**src/rtl/spi.sv**
```systemverilog
// spi: byte-wide SPI master, mode 0 (CPOL=0/CPHA=0), SCK = clk/2, caller drives CS.
// Optional feature: define SPI_LSB_FIRST_EN to shift LSB first in both directions;
// the default build shifts MSB first.
module spi (
  input  logic       clk,
  input  logic       rst,
  input  logic       enviar_dato,
  input  logic       recibir_dato,
  input  logic [7:0] din,
  output logic [7:0] dout,
  output logic       wait_n,
  output logic       spi_clk,
  output logic       spi_di,
  input  logic       spi_do
);

  typedef enum logic [0:0] {StIdle, StXfer} state_e;

  state_e     state_q, state_d;
  logic [4:0] cnt_q, cnt_d;
  logic [7:0] shreg_q, shreg_d;
  logic [7:0] rx_q, rx_d;
  logic [7:0] dout_q, dout_d;
  logic       recv_q, recv_d;
  logic       wait_n_q, wait_n_d;
  logic       spi_clk_q, spi_clk_d;
  logic       spi_di_q, spi_di_d;
  logic [7:0] load;

  // State and output registers; reset aborts any transfer without touching dout further.
  always_ff @(posedge clk) begin
    if (rst) begin
      state_q   <= StIdle;
      cnt_q     <= 5'd0;
      shreg_q   <= 8'h00;
      rx_q      <= 8'h00;
      dout_q    <= 8'h00;
      recv_q    <= 1'b0;
      wait_n_q  <= 1'b1;
      spi_clk_q <= 1'b0;
      spi_di_q  <= 1'b1;
    end else begin
      state_q   <= state_d;
      cnt_q     <= cnt_d;
      shreg_q   <= shreg_d;
      rx_q      <= rx_d;
      dout_q    <= dout_d;
      recv_q    <= recv_d;
      wait_n_q  <= wait_n_d;
      spi_clk_q <= spi_clk_d;
      spi_di_q  <= spi_di_d;
    end
  end

  // Next-state logic: even cnt values precede a rising SCK, odd ones a falling SCK.
  always_comb begin
    state_d   = state_q;
    cnt_d     = cnt_q;
    shreg_d   = shreg_q;
    rx_d      = rx_q;
    dout_d    = dout_q;
    recv_d    = recv_q;
    wait_n_d  = wait_n_q;
    spi_clk_d = spi_clk_q;
    spi_di_d  = spi_di_q;
    // A receive clocks out all ones; send wins when both strobes are high.
    load      = enviar_dato ? din : 8'hFF;

    unique case (state_q)
      StIdle: begin
        if (enviar_dato || recibir_dato) begin
          shreg_d  = load;
          recv_d   = ~enviar_dato;
          wait_n_d = 1'b0;
          cnt_d    = 5'd0;
          state_d  = StXfer;
`ifdef SPI_LSB_FIRST_EN
          spi_di_d = load[0];
`else
          spi_di_d = load[7];
`endif
        end
      end
      StXfer: begin
        cnt_d = cnt_q + 5'd1;
        if (!cnt_q[0]) begin
          // Rising SCK: slave samples MOSI, master samples MISO.
          spi_clk_d = 1'b1;
`ifdef SPI_LSB_FIRST_EN
          rx_d = {spi_do, rx_q[7:1]};
`else
          rx_d = {rx_q[6:0], spi_do};
`endif
        end else if (cnt_q == 5'd15) begin
          // Last falling SCK: release the bus and report completion.
          spi_clk_d = 1'b0;
          spi_di_d  = 1'b1;
          wait_n_d  = 1'b1;
          state_d   = StIdle;
          if (recv_q) begin
            dout_d = rx_q;
          end
        end else begin
          // Falling SCK: present the next outgoing bit.
          spi_clk_d = 1'b0;
`ifdef SPI_LSB_FIRST_EN
          shreg_d  = {1'b0, shreg_q[7:1]};
          spi_di_d = shreg_q[1];
`else
          shreg_d  = {shreg_q[6:0], 1'b0};
          spi_di_d = shreg_q[6];
`endif
        end
      end
      default: state_d = StIdle;
    endcase
  end

  assign dout    = dout_q;
  assign wait_n  = wait_n_q;
  assign spi_clk = spi_clk_q;
  assign spi_di  = spi_di_q;

endmodule

```
**config.mk**
```make
export PLATFORM = sky130hd
export DESIGN_NAME = spi
export DESIGN_NICKNAME = d
export VERILOG_FILES = /design/src/rtl/spi.sv
export SDC_FILE = /design/constraint.sdc
export NUM_CORES = 1
export LEC_CHECK = 0
export CAP_MARGIN = 15
export CORE_ASPECT_RATIO = 0.7
export CORE_MARGIN = 2
export CORE_UTILIZATION = 40
export DETAILED_ROUTE_END_ITERATION = 7
export GPL_TIMING_DRIVEN = 0
export PLACE_DENSITY = 0.63
export SYNTH_ARGS = -nofsm -noshare
export SYNTH_HDL_FRONTEND = slang
export SYNTH_SLANG_ARGS = --single-unit
export TNS_END_PERCENT = 1
```
**constraint.sdc**
```tcl
create_clock -name clk -period 2.5 [get_ports clk]
set_clock_uncertainty 0.15 [all_clocks]
set_input_delay 0.375 -clock clk [delete_from_list [all_inputs] [get_ports clk]]
set_output_delay 0.375 -clock clk [all_outputs]
set_load 0.1 [all_outputs]
```
### Word-level counts from Yosys, hierarchy flattened

Cells that the tools add are included.

| operators by class | value |
|---|---|
| add/sub/neg operators | 1 |
| $mul | 0 |
| div/mod/pow operators | 0 |
| order comparisons | 0 |
| equality and inequality tests | 5 |
| shift operators | 0 |
| multiplexer cells | 20 |
| bitwise logic cells | 3 |
| reduce and logical (&&, ||, !) cells | 7 |

Operators by type and width:

| cell | number |
|---|---|
| $mux W7 | 3 |
| $pmux W7 S2 | 1 |
| $mux W1 | 10 |
| $pmux W5 S2 | 1 |
| $mux W8 | 1 |
| $pmux W1 S2 | 3 |
| $reduce_and A2 Y1 | 3 |
| $reduce_and A3 Y1 | 2 |
| $add A5 B1 Y5 const B | 1 |
| $eq A5 B4 Y1 const B | 1 |
| $mux W5 | 1 |
| $ne A2 B1 Y1 const B | 2 |
| $ne A2 B2 Y1 const B | 2 |
| $reduce_and A4 Y1 | 1 |
| $not A1 Y1 | 3 |
| $logic_or A1 B1 Y1 | 1 |

| word-level totals | value |
|---|---|
| register bits | 33 |
| latch bits | 0 |
| RAM bits | 0 |
| ROM bits | 0 |
| input bits | 13 |
| output and inout port bits | 11 |
| word-level logic and storage cells | 45 |
| memories kept | 0 |

### Depth between registers and ports, before layout

Gate-level depths: netlist of the first run.

| depth | value |
|---|---|
| depth in word-level cells | 4 |
| gate-level depth with buffers | 7 |
| mapped depth without buffers | 6 |

### Worst setup path before layout of the first run

Ideal clock, no wire load.

| timing path | value |
|---|---|
| path kind | reg-to-reg |
| start point | register cnt_q[0] |
| end point | register shreg_q[2] |
| library setup time | 0.070 ns |
| data arrival time | 1.720 ns |
| required time | 2.280 ns |
| slack | 0.559 ns |
| stages on the path, launching flop included | 8 |
| path buffers | 1 |
| period minus slack after synthesis | 1.941 ns |
| cells stage by stage | dfxtp_1 -> ha_1 -> and3_1 -> ha_1 -> nand3b_2 -> buf_6 -> a221o_1 -> a21oi_1 |

| between the ends | value |
|---|---|
| word-level cells in the longest chain between the ends | 3 |
| elaborated cells on any way between the ends | 4 |
| those cells by class | eq/ne: 3; reduce/logical: 1 |

RTL lines:

| element | line | RTL |
|---|---|---|
| start: declaration | 20 | `logic [4:0] cnt_q, cnt_d;` |
| start signal: assignment | 44 | `cnt_q <= cnt_d;` |
| $eq A5 B4 Y1 | 94 | `end else if (cnt_q == 5'd15) begin` |
| $ne A2 B2 Y1 (no line) | - |  |
| $reduce_and A3 Y1 (no line) * | - |  |
| end signal: assignment | 45 | `shreg_q <= shreg_d;` |
| end: declaration | 21 | `logic [7:0] shreg_q, shreg_d;` |

Mark *: on every way between the ends. The rest lies on a longest branch, timed or not.
A chain may end at the register's enable or synchronous reset.

### Final worst setup path of the first run

| timing path | value |
|---|---|
| start point | register spi_di_q, in the netlist spi_di |
| end point | output port spi_di |

RTL lines:

| element | line | RTL |
|---|---|---|
| start: declaration | 27 | `logic spi_di_q, spi_di_d;` |
| start signal: assignment | 51 | `spi_di_q <= spi_di_d;` |
| end: declaration | 13 | `output logic spi_di,` |

No word-level cell between the ends.

==> results of run 1 <==
==> worst register-to-register path: stages, from the launching register on <==
cell                       delay [ns]
sky130_fd_sc_hd__dfxtp_1         0.35
sky130_fd_sc_hd__ha_1            0.23
sky130_fd_sc_hd__and3_1          0.21
sky130_fd_sc_hd__ha_1            0.22
sky130_fd_sc_hd__nand3b_2        0.25
sky130_fd_sc_hd__buf_6           0.17
sky130_fd_sc_hd__a221o_1         0.36
sky130_fd_sc_hd__a21oi_1         0.14
==> logic make-up (layout without fill, tap and decap cells) <==
logic type                 count (synthesis)  after routing
DFF                                       33             33
xor gates and xnor gates                   1              1
adders and majority gates                  3              3
AOI/OAI and AO/OA                         45             45
buffers and inverters                     24             53
and+or+nand+nor                           72             72
==> flip-flops by register name, indices dropped and copies added, names as in the netlist <==
name	cells
dout	8
rx_q	8
cnt_q	5
spi_di	1
wait_n	1
state_q	1
recv_q	1
shreg_q	7
spi_clk	1
==> power by group <==
| part | leakage, nW | total, W | switching (W) | internal, W |
|---|---|---|---|---|
| sequential | 0.269 | 0.000566 | 0.0000163 | 0.000550 |
| clock | 0.0443 | 0.000396 | 0.000178 | 0.000218 |
| combinational | 0.363 | 0.000185 | 0.000112 | 0.0000725 |
| total | 0.676 | 0.00115 | 0.000306 | 0.000840 |
==> synth_stat cells, types with 2 or more instances <==
master	instances
sky130_fd_sc_hd__clkbuf_1	7
sky130_fd_sc_hd__o21ai_0	4
sky130_fd_sc_hd__nor2b_1	7
sky130_fd_sc_hd__inv_1	11
sky130_fd_sc_hd__nand4_1	3
sky130_fd_sc_hd__buf_6	2
sky130_fd_sc_hd__dfxtp_1	33
sky130_fd_sc_hd__and3_1	2
sky130_fd_sc_hd__nand3_1	11
sky130_fd_sc_hd__ha_1	3
sky130_fd_sc_hd__a221o_1	6
sky130_fd_sc_hd__nand2_1	38
sky130_fd_sc_hd__nor2_1	4
sky130_fd_sc_hd__a21oi_1	30
sky130_fd_sc_hd__buf_2	3
sky130_fd_sc_hd__nand2b_1	2
==> final cells by class <==
class	instances	area [um2]	area share
inverters	11	41.3	0.0228
well taps	50	62.6	0.0345
plain buffers	13	71.3	0.0394
repair buffers	22	220	0.122
multi-input cells	121	669	0.369
clock buffers	7	86.3	0.0477
flip-flops and latches	33	661	0.365
==> per-layer routing <==
metal	vias to the layer above	wire length [um]
li1	664	-
met1	595	1560
met2	31	1460
met3	8	154
met4	0	54
met5	-	0
==> path summary, 6_finish.rpt <==
| kind | cells past startpoint | slack [ns] | end |
|---|---|---|---|
| max reg2reg | 7 | 0.35 | shreg_q[2]$_SDFFE_PP0P_ |
| max | 1 | 0.18 | spi_di |
| min | 2 | 0.30 | dout[3]$_SDFFE_PP0P_ |
| min reg2reg | 2 | 0.30 | dout[3]$_SDFFE_PP0P_ |
==> per-stage QoR <==
| stage | util | hold WS (ns) | total power, W | std cells | instance area (um2) |
|---|---|---|---|---|---|
| finish | 0.519 | 0.302 | 0.00115 | 257 | 1810 |
| global route | 0.519 | 0.325 | 0.00120 | 257 | 1810 |
| CTS | 0.519 | 0.306 | 0.00116 | 257 | 1810 |
| detailed placement | 0.494 | 0.297 | 0.000762 | 250 | 1730 |
| global placement | 0.494 | 0.292 | 0.000755 | 250 | 1730 |
| floorplan | - | 0.282 | 0.000702 | 178 | 1440 |
==> out/qor.tcl, run 1 <==
set qor(clock_transition_at_the_register_clock_pins_on_the_worst_setup_and_hold_paths_after_cts_ns) 0.07
set qor(worst_slack_ns) 0.183
set qor(grt_antenna_before_repair) 0
set qor(critical_path.reg2reg.startpoint) {cnt_q[0]$_SDFFE_PP0P_}
set qor(p_leak_nw) 0.676
set qor(gr-usage-met3) 0.0552
set qor(placement.io_buffers) 22
set qor(post-route-min-period_ns) 2.32
set qor(postCtsSetupBuffers) 0
set qor(drt-vias-per-instance) 5.05
set qor(timing.critical_path.max_delay_family) {buffers and inverters}
set qor(synth_xor_xnor_area_share) 0.00607
set qor(grt.busiest_layer) {met2}
set qor(required_ns) 1.98
set qor(synth_sequential_area_ratio) 0.458
set qor(drt_pre_antenna_iters) 4
set qor(totalNegativeSetupSlack_ns) 0
set qor(synth_flop_cell) {sky130_fd_sc_hd__dfxtp_1}
set qor(worstHoldPathType) {flip-flop to flip-flop}
set qor(detail_route.wirelength_um) 3220
set qor(crit_fanout) 3
set qor(wl_per_cell_um) 12.5
set qor(final_net_count) 223
set qor(critical_path_arrival_ns) 1.79
set qor(cts_buffer_depth) 2
set qor(residual_overflow_from_global_routing) 0
set qor(maxClockFrequency_mhz) 432
set qor(setup_violations) 0
set qor(drc_errors) 0
set qor(synth-seq-cells) 33
set qor(yosysWarningCount) 0
set qor(netlist_top_cells_area) {sky130_fd_sc_hd__dfxtp_1 (46%), sky130_fd_sc_hd__a21oi_1 (10%), sky130_fd_sc_hd__nand2_1 (9.9%), sky130_fd_sc_hd__a221o_1 (4.2%), sky130_fd_sc_hd__nand3_1 (3.8%)}
set qor(synth_top_family_by_area) {simple AND/OR/NAND/NOR gates}
set qor(finalHoldViolations) 0
set qor(max_incr_delay_on_cp_ns) 1.15
set qor(final-max-slew-violation-count) 0
set qor(path_class) {flip-flop to output port}
set qor(syn-cell-area_mm2) 0.00144
set qor(netlist_instances) 178
set qor(clk_latency_ns) 0.28
set qor(clock-sinks) 33
set qor(floorplan.rows) 18
set qor(nFillCells) 349
set qor(layout_worst_path_cycle_share) 0.927
set qor(powerDensity_mw_per_mm2) 633
set qor(num_antenna_cells) 0
set qor(post-synth-top-area-fraction) 0.458
set qor(critPathLaunchType) {flip-flop}
set qor(power.ir.vdd_worst_v) 0.000374
set qor(floorplan.die.height_um) 54.2
set qor(die_x_um) 75.8
set qor(most_used_cells_in_the_layout_excluding_fill_and_tap_cells) {sky130_fd_sc_hd__nand2_1 (38), sky130_fd_sc_hd__dfxtp_1 (33), sky130_fd_sc_hd__a21oi_1 (30), sky130_fd_sc_hd__clkdlybuf4s50_1 (22)}
set qor(dp_worst_setup_slack_ns) 0.369
set qor(synth-edff-count) 0
set qor(post-dp-hpwl_um) 2370
set qor(tritoncts.num_buffers) 5
set qor(start_util) 0.413
set qor(syn_avg_cell_area_um2) 8.10
set qor(timing_worst_slew_pin_value_ns) 0.974
set qor(postRouteAntennaNets) 0
set qor(globalRouteMet1Util) 0.235
set qor(maximum_number_of_pins_on_one_net_before_global_route_repair) 11
set qor(dr_iter_0_viols) 88
set qor(crit_chain) {clkdlybuf4s50_1}
set qor(cp-end-kind) {output port}
set qor(weighted_congestion_reported_at_the_end_of_routability_driven_placement) 0.827
set qor(synth.net_count) 194
set qor(synth-compound-area-share) 0.196
set qor(grt_use_met2) 0.266
set qor(cts_resized) 0
set qor(grt_pass1_vias) 1115
set qor(hold_fix_buffer_count_after_cts) 0
set qor(max_slew_margin) 0.349
set qor(gr-usage-all-layers) 0.178
set qor(grt_pass1_wl_um) 5200
set qor(dieArea_mm2) 0.00411
set qor(netlist.top_cell.by_area) {sky130_fd_sc_hd__dfxtp_1}
set qor(cap_viol_max_count) 0
set qor(critical_path.n_buffers_inverters) 1
set qor(most_frequent_standard_cell_in_the_layout_excluding_fill_and_tap_cells) {sky130_fd_sc_hd__nand2_1}
set qor(postSynth.asyncResetShare) 0
set qor(vias) 1298
set qor(synth-simple-area-share) 0.236
set qor(clock_tree.root_cell) {sky130_fd_sc_hd__clkbuf_8}
set qor(drive_above_1_share) 0.0676
set qor(run_status) {finished, final reports clean}
set qor(cts_tree) {yes}
set qor(synth.mux.area_fraction) 0
set qor(unrepaired_setup_endpoints_after_global_routing) {no}
set qor(htree_levels) 2
set qor(timing.critical_path.from) {spi_di$_SDFFE_PP1P_}
set qor(synth.distinct_cells) 28
set qor(critical_path.slowest_cell) {sky130_fd_sc_hd__clkdlybuf4s50_1}
set qor(coreArea_mm2) 0.00349
set qor(area_share_of_fa_ha_maj_cells_after_synthesis) 0.0260
set qor(synthToLayoutAreaGrowth_pct) 25.6
set qor(hold_path.startpoint) {dout[3]$_SDFFE_PP0P_}
set qor(io-pin-count) 24
Power figures use the tool's default switching activity.
==> run 2, diff against run 1 <==
--- a/config.mk
+++ b/config.mk
@@ -10,7 +10,6 @@
 export CORE_MARGIN = 2
 export CORE_UTILIZATION = 40
 export DETAILED_ROUTE_END_ITERATION = 7
-export GPL_TIMING_DRIVEN = 0
 export PLACE_DENSITY = 0.63
 export SYNTH_ARGS = -nofsm -noshare
 export SYNTH_HDL_FRONTEND = slang
==> out/qor.tcl, run 2 (synthesis results as in run 1) <==
set qor(grt_pass1_vias) 1051 ;# -5.7%
set qor(grt_pass1_wl_um) 4790 ;# -7.8%
set qor(cap_viol_max_count) 0 ;# unchanged
set qor(post-dp-hpwl_um) 2140 ;# -10%
set qor(post-route-min-period_ns) 2.04 ;# -0.277 ns
set qor(cp-end-kind) {flip-flop}
set qor(drt-vias-per-instance) 5.03 ;# -0.45%
set qor(tritoncts.num_buffers) 5 ;# unchanged
set qor(critPathLaunchType) {flip-flop}
set qor(clk_latency_ns) 0.28 ;# about the same
set qor(final_core_utilization) 0.503 ;# -0.0158
set qor(cts_resized) 0 ;# unchanged
set qor(die_x_um) 75.8 ;# unchanged
set qor(worstHoldPathCells) 2 ;# unchanged
set qor(clock-sinks) 33 ;# unchanged
set qor(clockPowerShare) 0.339 ;# -0.006
set qor(drc_errors) 0 ;# unchanged
set qor(hold_ws_ns) 0.304 ;# +0.00245 ns
set qor(detail_route.wirelength_um) 3020 ;# -6.2%
set qor(residual_overflow_from_global_routing) 0 ;# unchanged
set qor(path_class) {flip-flop to flip-flop}
set qor(gr-usage-all-layers) 0.160 ;# -0.0183
set qor(weighted_congestion_reported_at_the_end_of_routability_driven_placement) 0.736 ;# -11%
set qor(drive_above_1_share) 0.124 ;# +0.0567
set qor(pwr-share-comb) 0.158 ;# -0.003
set qor(setup_violations) 0 ;# unchanged
set qor(cts_tree) {yes}
set qor(cts_buffer_depth) 2 ;# unchanged
set qor(final_net_count) 216 ;# -3.1%
set qor(final-max-slew-violation-count) 0 ;# unchanged
set qor(grt_antenna_before_repair) 0 ;# unchanged
set qor(run_status) {finished, final reports clean}
set qor(hold_fix_buffer_count_after_cts) 0 ;# unchanged
set qor(postRouteAntennaNets) 0 ;# unchanged
set qor(num_antenna_cells) 0 ;# unchanged
set qor(maximum_number_of_pins_on_one_net_before_global_route_repair) 18 ;# +7
set qor(worstHoldPathType) {flip-flop to flip-flop}
set qor(power_switching_w) 0.000309 ;# +0.88%
set qor(start_util) 0.413 ;# unchanged
set qor(most_frequent_standard_cell_in_the_layout_excluding_fill_and_tap_cells) {sky130_fd_sc_hd__nand2_1}
set qor(most_used_cells_in_the_layout_excluding_fill_and_tap_cells) {sky130_fd_sc_hd__nand2_1 (38), sky130_fd_sc_hd__dfxtp_1 (33), sky130_fd_sc_hd__a21oi_1 (30), sky130_fd_sc_hd__buf_4 (16), sky130_fd_sc_hd__clkdlybuf4s50_1 (12)}
set qor(nFillCells) 341 ;# -2.3%
set qor(netSwitchingFraction) 0.276 ;# +0.00893
set qor(unrepaired_setup_endpoints_after_global_routing) {no}
set qor(wl_per_cell_um) 12.0 ;# -4.0%
set qor(totalNegativeSetupSlack_ns) 0 ;# unchanged
set qor(p_leak_nw) 0.685 ;# +1.3%
set qor(layout_worst_path_cycle_share) 0.816 ;# -0.111
set qor(crit_fanout) 12 ;# +9
set qor(grt.busiest_layer) {met2}
set qor(power.ir.vdd_worst_v) 0.000290 ;# -22%
set qor(gr-usage-met3) 0.0534 ;# -0.00184
set qor(htree_levels) 2 ;# unchanged
set qor(postPlaceCellArea_mm2) 0.00167 ;# -3.0%
set qor(coreArea_mm2) 0.00349 ;# unchanged
set qor(sequentialPowerShare) 0.503 ;# +0.009
set qor(synthToLayoutAreaGrowth_pct) 21.8
set qor(floorplan.die.height_um) 54.2 ;# unchanged
set qor(floorplan.rows) 18 ;# unchanged
set qor(reg2reg_depth) 6 ;# -1
set qor(placement.io_buffers) 23 ;# +4.5%
set qor(max_slew_margin) 0.617 ;# +0.269
set qor(timing_worst_slew_pin_value_ns) 0.573 ;# -0.401 ns
set qor(finalHoldViolations) 0 ;# unchanged
set qor(cell_internal_power_w) 0.000810 ;# -3.6%
set qor(critical_path_arrival_ns) 2.11 ;# +0.32 ns
set qor(maxClockFrequency_mhz) 490 ;# +14%
set qor(required_ns) 2.57 ;# +0.59 ns
set qor(drt_pre_antenna_iters) 4 ;# unchanged
set qor(dieArea_mm2) 0.00411 ;# unchanged
set qor(clock_tree.root_cell) {sky130_fd_sc_hd__clkbuf_8}
set qor(postCtsSetupBuffers) 0 ;# unchanged
set qor(clock_transition_at_the_register_clock_pins_on_the_worst_setup_and_hold_paths_after_cts_ns) 0.07 ;# about the same
set qor(vias) 1262 ;# -2.8%
set qor(dr_iter_0_viols) 52 ;# -41%
set qor(globalRouteMet1Util) 0.209 ;# -0.0257
set qor(powerDensity_mw_per_mm2) 637 ;# +0.68%
set qor(io-pin-count) 24 ;# unchanged
set qor(grt_use_met2) 0.243 ;# -0.0230
set qor(postLayoutCellArea_mm2) 0.00176 ;# -3.0%
-- run 2: changes by cell type in the layout (fill, tap and decap cells not counted) --
cell / delta
sky130_fd_sc_hd__buf_6: -2
sky130_fd_sc_hd__clkbuf_8: -1
sky130_fd_sc_hd__buf_4: +15
sky130_fd_sc_hd__clkinv_2: +2
sky130_fd_sc_hd__buf_2: -3
sky130_fd_sc_hd__clkbuf_1: -7
sky130_fd_sc_hd__clkdlybuf4s50_1: -10
-- run 2: power by group through the flow --
stage                     Clock, W  Combinational [W]  Sequential [W]
after global placement           0           0.000173        0.000574
after detailed placement         0           0.000176        0.000575
final                     0.000380           0.000176        0.000563
after CTS                 0.000394           0.000177        0.000563
after floorplan                  0          0.0000961        0.000606
after global routing      0.000420           0.000191        0.000566
-- run 2: path summary, 6_finish.rpt --
| kind | slack (ns) | end | startpoint |
|---|---|---|---|
| max reg2reg | 0.46 | shreg_q[6]$_SDFFE_PP0P_ | cnt_q[0]$_SDFFE_PP0P_ |
| min reg2reg | 0.30 | dout[0]$_SDFFE_PP0P_ | dout[0]$_SDFFE_PP0P_ |
| max | 0.46 | shreg_q[6]$_SDFFE_PP0P_ | cnt_q[0]$_SDFFE_PP0P_ |
| min | 0.30 | dout[0]$_SDFFE_PP0P_ | dout[0]$_SDFFE_PP0P_ |
-- run 2: area by class of cell --
cell class	instances	area [um2]	share of cell area
clock buffer	6	72.6	0.0413
clock inverter	2	10.0	0.00570
inverter	11	41.3	0.0235
multi-input combinational	121	669	0.381
sequential	33	661	0.376
tap	50	62.6	0.0356
timing repair buffer	28	240	0.137
-- run 2: per-stage QoR --
stage	instances	setup WS (ns)	power (W)
finish	251	0.459	0.00112
global placement	243	0.528	0.000747
floorplan	178	0.559	0.000702
global route	251	0.352	0.00118
detailed placement	243	0.456	0.000750
CTS	251	0.460	0.00113
-- run 2: per-layer routing --
metal,vias to the layer above,share of wire
met5,-,0
li1,646,-
met1,576,0.49
met4,0,0.021
met2,31,0.44
met3,9,0.052
-- run 2: worst max-delay path: stages (launching register included) --
cell                       delay (ns)
sky130_fd_sc_hd__dfxtp_1         0.31
sky130_fd_sc_hd__ha_1            0.21
sky130_fd_sc_hd__and3_1          0.20
sky130_fd_sc_hd__ha_1            0.20
sky130_fd_sc_hd__nand3b_2        0.35
sky130_fd_sc_hd__a221o_1         0.41
sky130_fd_sc_hd__a21oi_1         0.14
==> run 3, diff against run 2 <==
==> constraint.sdc (replaced) <==
create_clock -name clk -period 2 [get_ports clk]
set_clock_uncertainty 0.15 [all_clocks]
set_input_delay 0.3 -clock clk [delete_from_list [all_inputs] [get_ports clk]]
set_output_delay 0.3 -clock clk [all_outputs]
set_load 0.1 [all_outputs]
==> out/qor.tcl, run 3 (synthesis results as in run 1) <==
set qor(sequentialPowerShare) 0.500 ;# -0.003
set qor(worstHoldPathCells) 2 ;# unchanged
set qor(clock_transition_at_the_register_clock_pins_on_the_worst_setup_and_hold_paths_after_cts_ns) 0.07 ;# about the same
set qor(cap_viol_max_count) 0 ;# unchanged
set qor(most_frequent_standard_cell_in_the_layout_excluding_fill_and_tap_cells) {sky130_fd_sc_hd__nand2_1}
set qor(cp-end-kind) {flip-flop}
set qor(grt_pass1_vias) 1133 ;# +7.8%
set qor(synthToLayoutAreaGrowth_pct) 25.5
set qor(postLayoutCellArea_mm2) 0.00181 ;# +3.1%
set qor(required_ns) 2.07 ;# -0.50 ns
set qor(multi_input_comb_area_um2) 693 ;# +3.6%
set qor(timing_worst_slew_pin_value_ns) 0.401 ;# -0.171 ns
set qor(clock_tree.root_cell) {sky130_fd_sc_hd__clkbuf_8}
set qor(post-dp-hpwl_um) 2200 ;# +3.1%
set qor(floorplan.rows) 18 ;# unchanged
set qor(p_leak_nw) 0.729 ;# +6.5%
set qor(pwr-share-comb) 0.163 ;# +0.005
set qor(maxClockFrequency_mhz) 521 ;# +6.3%
set qor(worstReg2RegEnd) {shreg_q[5]$_SDFFE_PP0P_}
set qor(critical_path.reg2reg.startpoint) {cnt_q[0]$_SDFFE_PP0P_}
set qor(placement.io_buffers) 23 ;# unchanged
set qor(dp.cells) 246 ;# +1.2%
set qor(setup_violations) 0 ;# unchanged
set qor(floorplan.die.height_um) 54.2 ;# unchanged
set qor(finalHoldViolations) 0 ;# unchanged
set qor(final_core_utilization) 0.519 ;# +0.0154
set qor(critPathLaunchType) {flip-flop}
set qor(cts_buffer_depth) 2 ;# unchanged
set qor(path_class) {flip-flop to flip-flop}
set qor(clock-sinks) 33 ;# unchanged
set qor(postPlaceCellArea_mm2) 0.00170 ;# +1.3%
set qor(critical-path-top-cell-by-count) {sky130_fd_sc_hd__ha_1}
set qor(final-seq-area_um2) 661 ;# unchanged
set qor(postRouteAntennaNets) 0 ;# unchanged
set qor(weighted_congestion_reported_at_the_end_of_routability_driven_placement) 0.757 ;# +2.9%
set qor(reg2reg_depth) 6 ;# unchanged
set qor(residual_overflow_from_global_routing) 0 ;# unchanged
set qor(max_slew_margin) 0.732 ;# +0.114
set qor(final_net_count) 221 ;# +2.3%
set qor(die_x_um) 75.8 ;# unchanged
set qor(drive_above_1_share) 0.150 ;# +0.0261
set qor(htree_levels) 2 ;# unchanged
set qor(critical_path.slowest_cell) {sky130_fd_sc_hd__a221o_1}
set qor(detail_route.wirelength_um) 3210 ;# +6.2%
set qor(powerDensity_mw_per_mm2) 783 ;# +23%
set qor(drt_pre_antenna_iters) 4 ;# unchanged
set qor(grt_antenna_before_repair) 0 ;# unchanged
set qor(timing.critical_path.max_delay_family) {compound AO/OA/AOI/OAI gates}
set qor(tritoncts.num_buffers) 5 ;# unchanged
set qor(gr-usage-all-layers) 0.174 ;# +0.0137
set qor(io-pin-count) 24 ;# unchanged
set qor(reg2reg_setup_slack_ns) 0.08 ;# -0.38 ns
set qor(run_status) {finished, final reports clean}
set qor(vias) 1291 ;# +2.3%
set qor(clockPowerShare) 0.337 ;# -0.002
set qor(most_used_cells_in_the_layout_excluding_fill_and_tap_cells) {sky130_fd_sc_hd__nand2_1 (38), sky130_fd_sc_hd__dfxtp_1 (33), sky130_fd_sc_hd__a21oi_1 (29), sky130_fd_sc_hd__buf_4 (20), sky130_fd_sc_hd__clkdlybuf4s50_1 (12)}
set qor(unrepaired_setup_endpoints_after_global_routing) {no}
set qor(hold_path.startpoint) {dout[0]$_SDFFE_PP0P_}
set qor(cts_tree) {yes}
set qor(grt_pass1_wl_um) 5220 ;# +8.9%
set qor(num_antenna_cells) 0 ;# unchanged
set qor(coreArea_mm2) 0.00349 ;# unchanged
set qor(critical_path_arrival_ns) 1.99 ;# -0.12 ns
set qor(drt-vias-per-instance) 5.04 ;# +0.30%
set qor(hold_ws_ns) 0.303 ;# -0.00113 ns
set qor(dieArea_mm2) 0.00411 ;# unchanged
set qor(timing.critical_path.from) {cnt_q[0]$_SDFFE_PP0P_}
set qor(crit_fanout) 6 ;# -6
set qor(drc_errors) 0 ;# unchanged
set qor(final-max-slew-violation-count) 0 ;# unchanged
set qor(nFillCells) 343 ;# +0.59%
set qor(crit_chain) {ha_1, and3_1, ha_1, nand3b_4, a221o_1, a21oi_2}
set qor(start_util) 0.413 ;# unchanged
set qor(finalNonFillerCells) 256 ;# +2.0%
set qor(max_incr_delay_on_cp_ns) 0.40 ;# about the same
set qor(dr_iter_0_viols) 108 ;# +110%
set qor(maximum_number_of_pins_on_one_net_before_global_route_repair) 21 ;# +3
set qor(critical_path.n_buffers_inverters) 0 ;# unchanged
set qor(post-route-min-period_ns) 1.92 ;# -0.121 ns
set qor(whs_endpoint) {dout[0]$_SDFFE_PP0P_}
set qor(power_switching_w) 0.000399 ;# +29%
set qor(cell_internal_power_w) 0.00102 ;# +26%
set qor(wl_per_cell_um) 12.5 ;# +4.1%
set qor(hold_fix_buffer_count_after_cts) 0 ;# unchanged
set qor(power.ir.vdd_worst_v) 0.000457 ;# +57%
set qor(layout_worst_path_cycle_share) 0.960 ;# +0.144
set qor(worstHoldPathType) {flip-flop to flip-flop}
set qor(clk_latency_ns) 0.28 ;# about the same
set qor(netSwitchingFraction) 0.281 ;# +0.00490
run 3: power by group through the flow:
stage	combinational (W)	clock (W)	sequential [W]
after floorplan	0.000120	0	0.000758
after global placement	0.000218	0	0.000720
after detailed placement	0.000224	0	0.000721
after CTS	0.000226	0.000487	0.000707
after global routing	0.000251	0.000527	0.000713
final	0.000231	0.000478	0.000709
run 3: metal layers:
metal | share of wire | track usage | vias up
li1 | - | - | 659
met1 | 0.52 | 0.240 | 586
met2 | 0.42 | 0.251 | 42
met3 | 0.054 | 0.0737 | 4
met4 | 0.0062 | 0.0409 | 0
met5 | 0 | 0 | -
run 3: layout make-up:
| cell class | instances | share of cell area |
|---|---|---|
| Clock buffer | 6 | 0.0401 |
| Clock inverter | 2 | 0.00553 |
| Inverter | 11 | 0.0228 |
| Multi-Input combinational cell | 122 | 0.383 |
| Sequential cell | 33 | 0.365 |
| Tap cell | 50 | 0.0346 |
| Timing Repair Buffer | 32 | 0.149 |
run 3: timing repair:
action                     in CTS  in global routing
cloned                          0                  1
buffers inserted                0                  1
resized for setup               1                  1
pin swaps                       0                  2
setup endpoints to repair       6                  3
run 3: worst max path at each step:
stage	endpoint	slack, ns	cells past startpoint
floorplan	shreg_q[2]$_SDFFE_PP0P_	0.06	7
global placement	shreg_q[4]$_SDFFE_PP0P_	0.04	6
detailed placement	shreg_q[5]$_SDFFE_PP0P_	-0.08	6
CTS	shreg_q[5]$_SDFFE_PP0P_	0.05	6
global route	dout[1]$_SDFFE_PP0P_	0.006	6
finish	shreg_q[5]$_SDFFE_PP0P_	0.08	6
run 3: through the flow:
stage / worst slack [ns] / TNS [ns] / total power, W
final: 0.0801 / 0 / 0.00142
after global routing: 0.00550 / 0 / 0.00149
after CTS: 0.0538 / 0 / 0.00142
after detailed placement: -0.0814 / -0.237 / 0.000945
after global placement: 0.0450 / 0 / 0.000938
after floorplan: 0.0595 / 0 / 0.000878
run 3: worst reg2reg max path, stage by stage, from the launching register on:
cell	delay [ns]
sky130_fd_sc_hd__dfxtp_1	0.32
sky130_fd_sc_hd__ha_1	0.21
sky130_fd_sc_hd__and3_1	0.21
sky130_fd_sc_hd__ha_1	0.22
sky130_fd_sc_hd__nand3b_4	0.21
sky130_fd_sc_hd__a221o_1	0.40
sky130_fd_sc_hd__a21oi_2	0.15
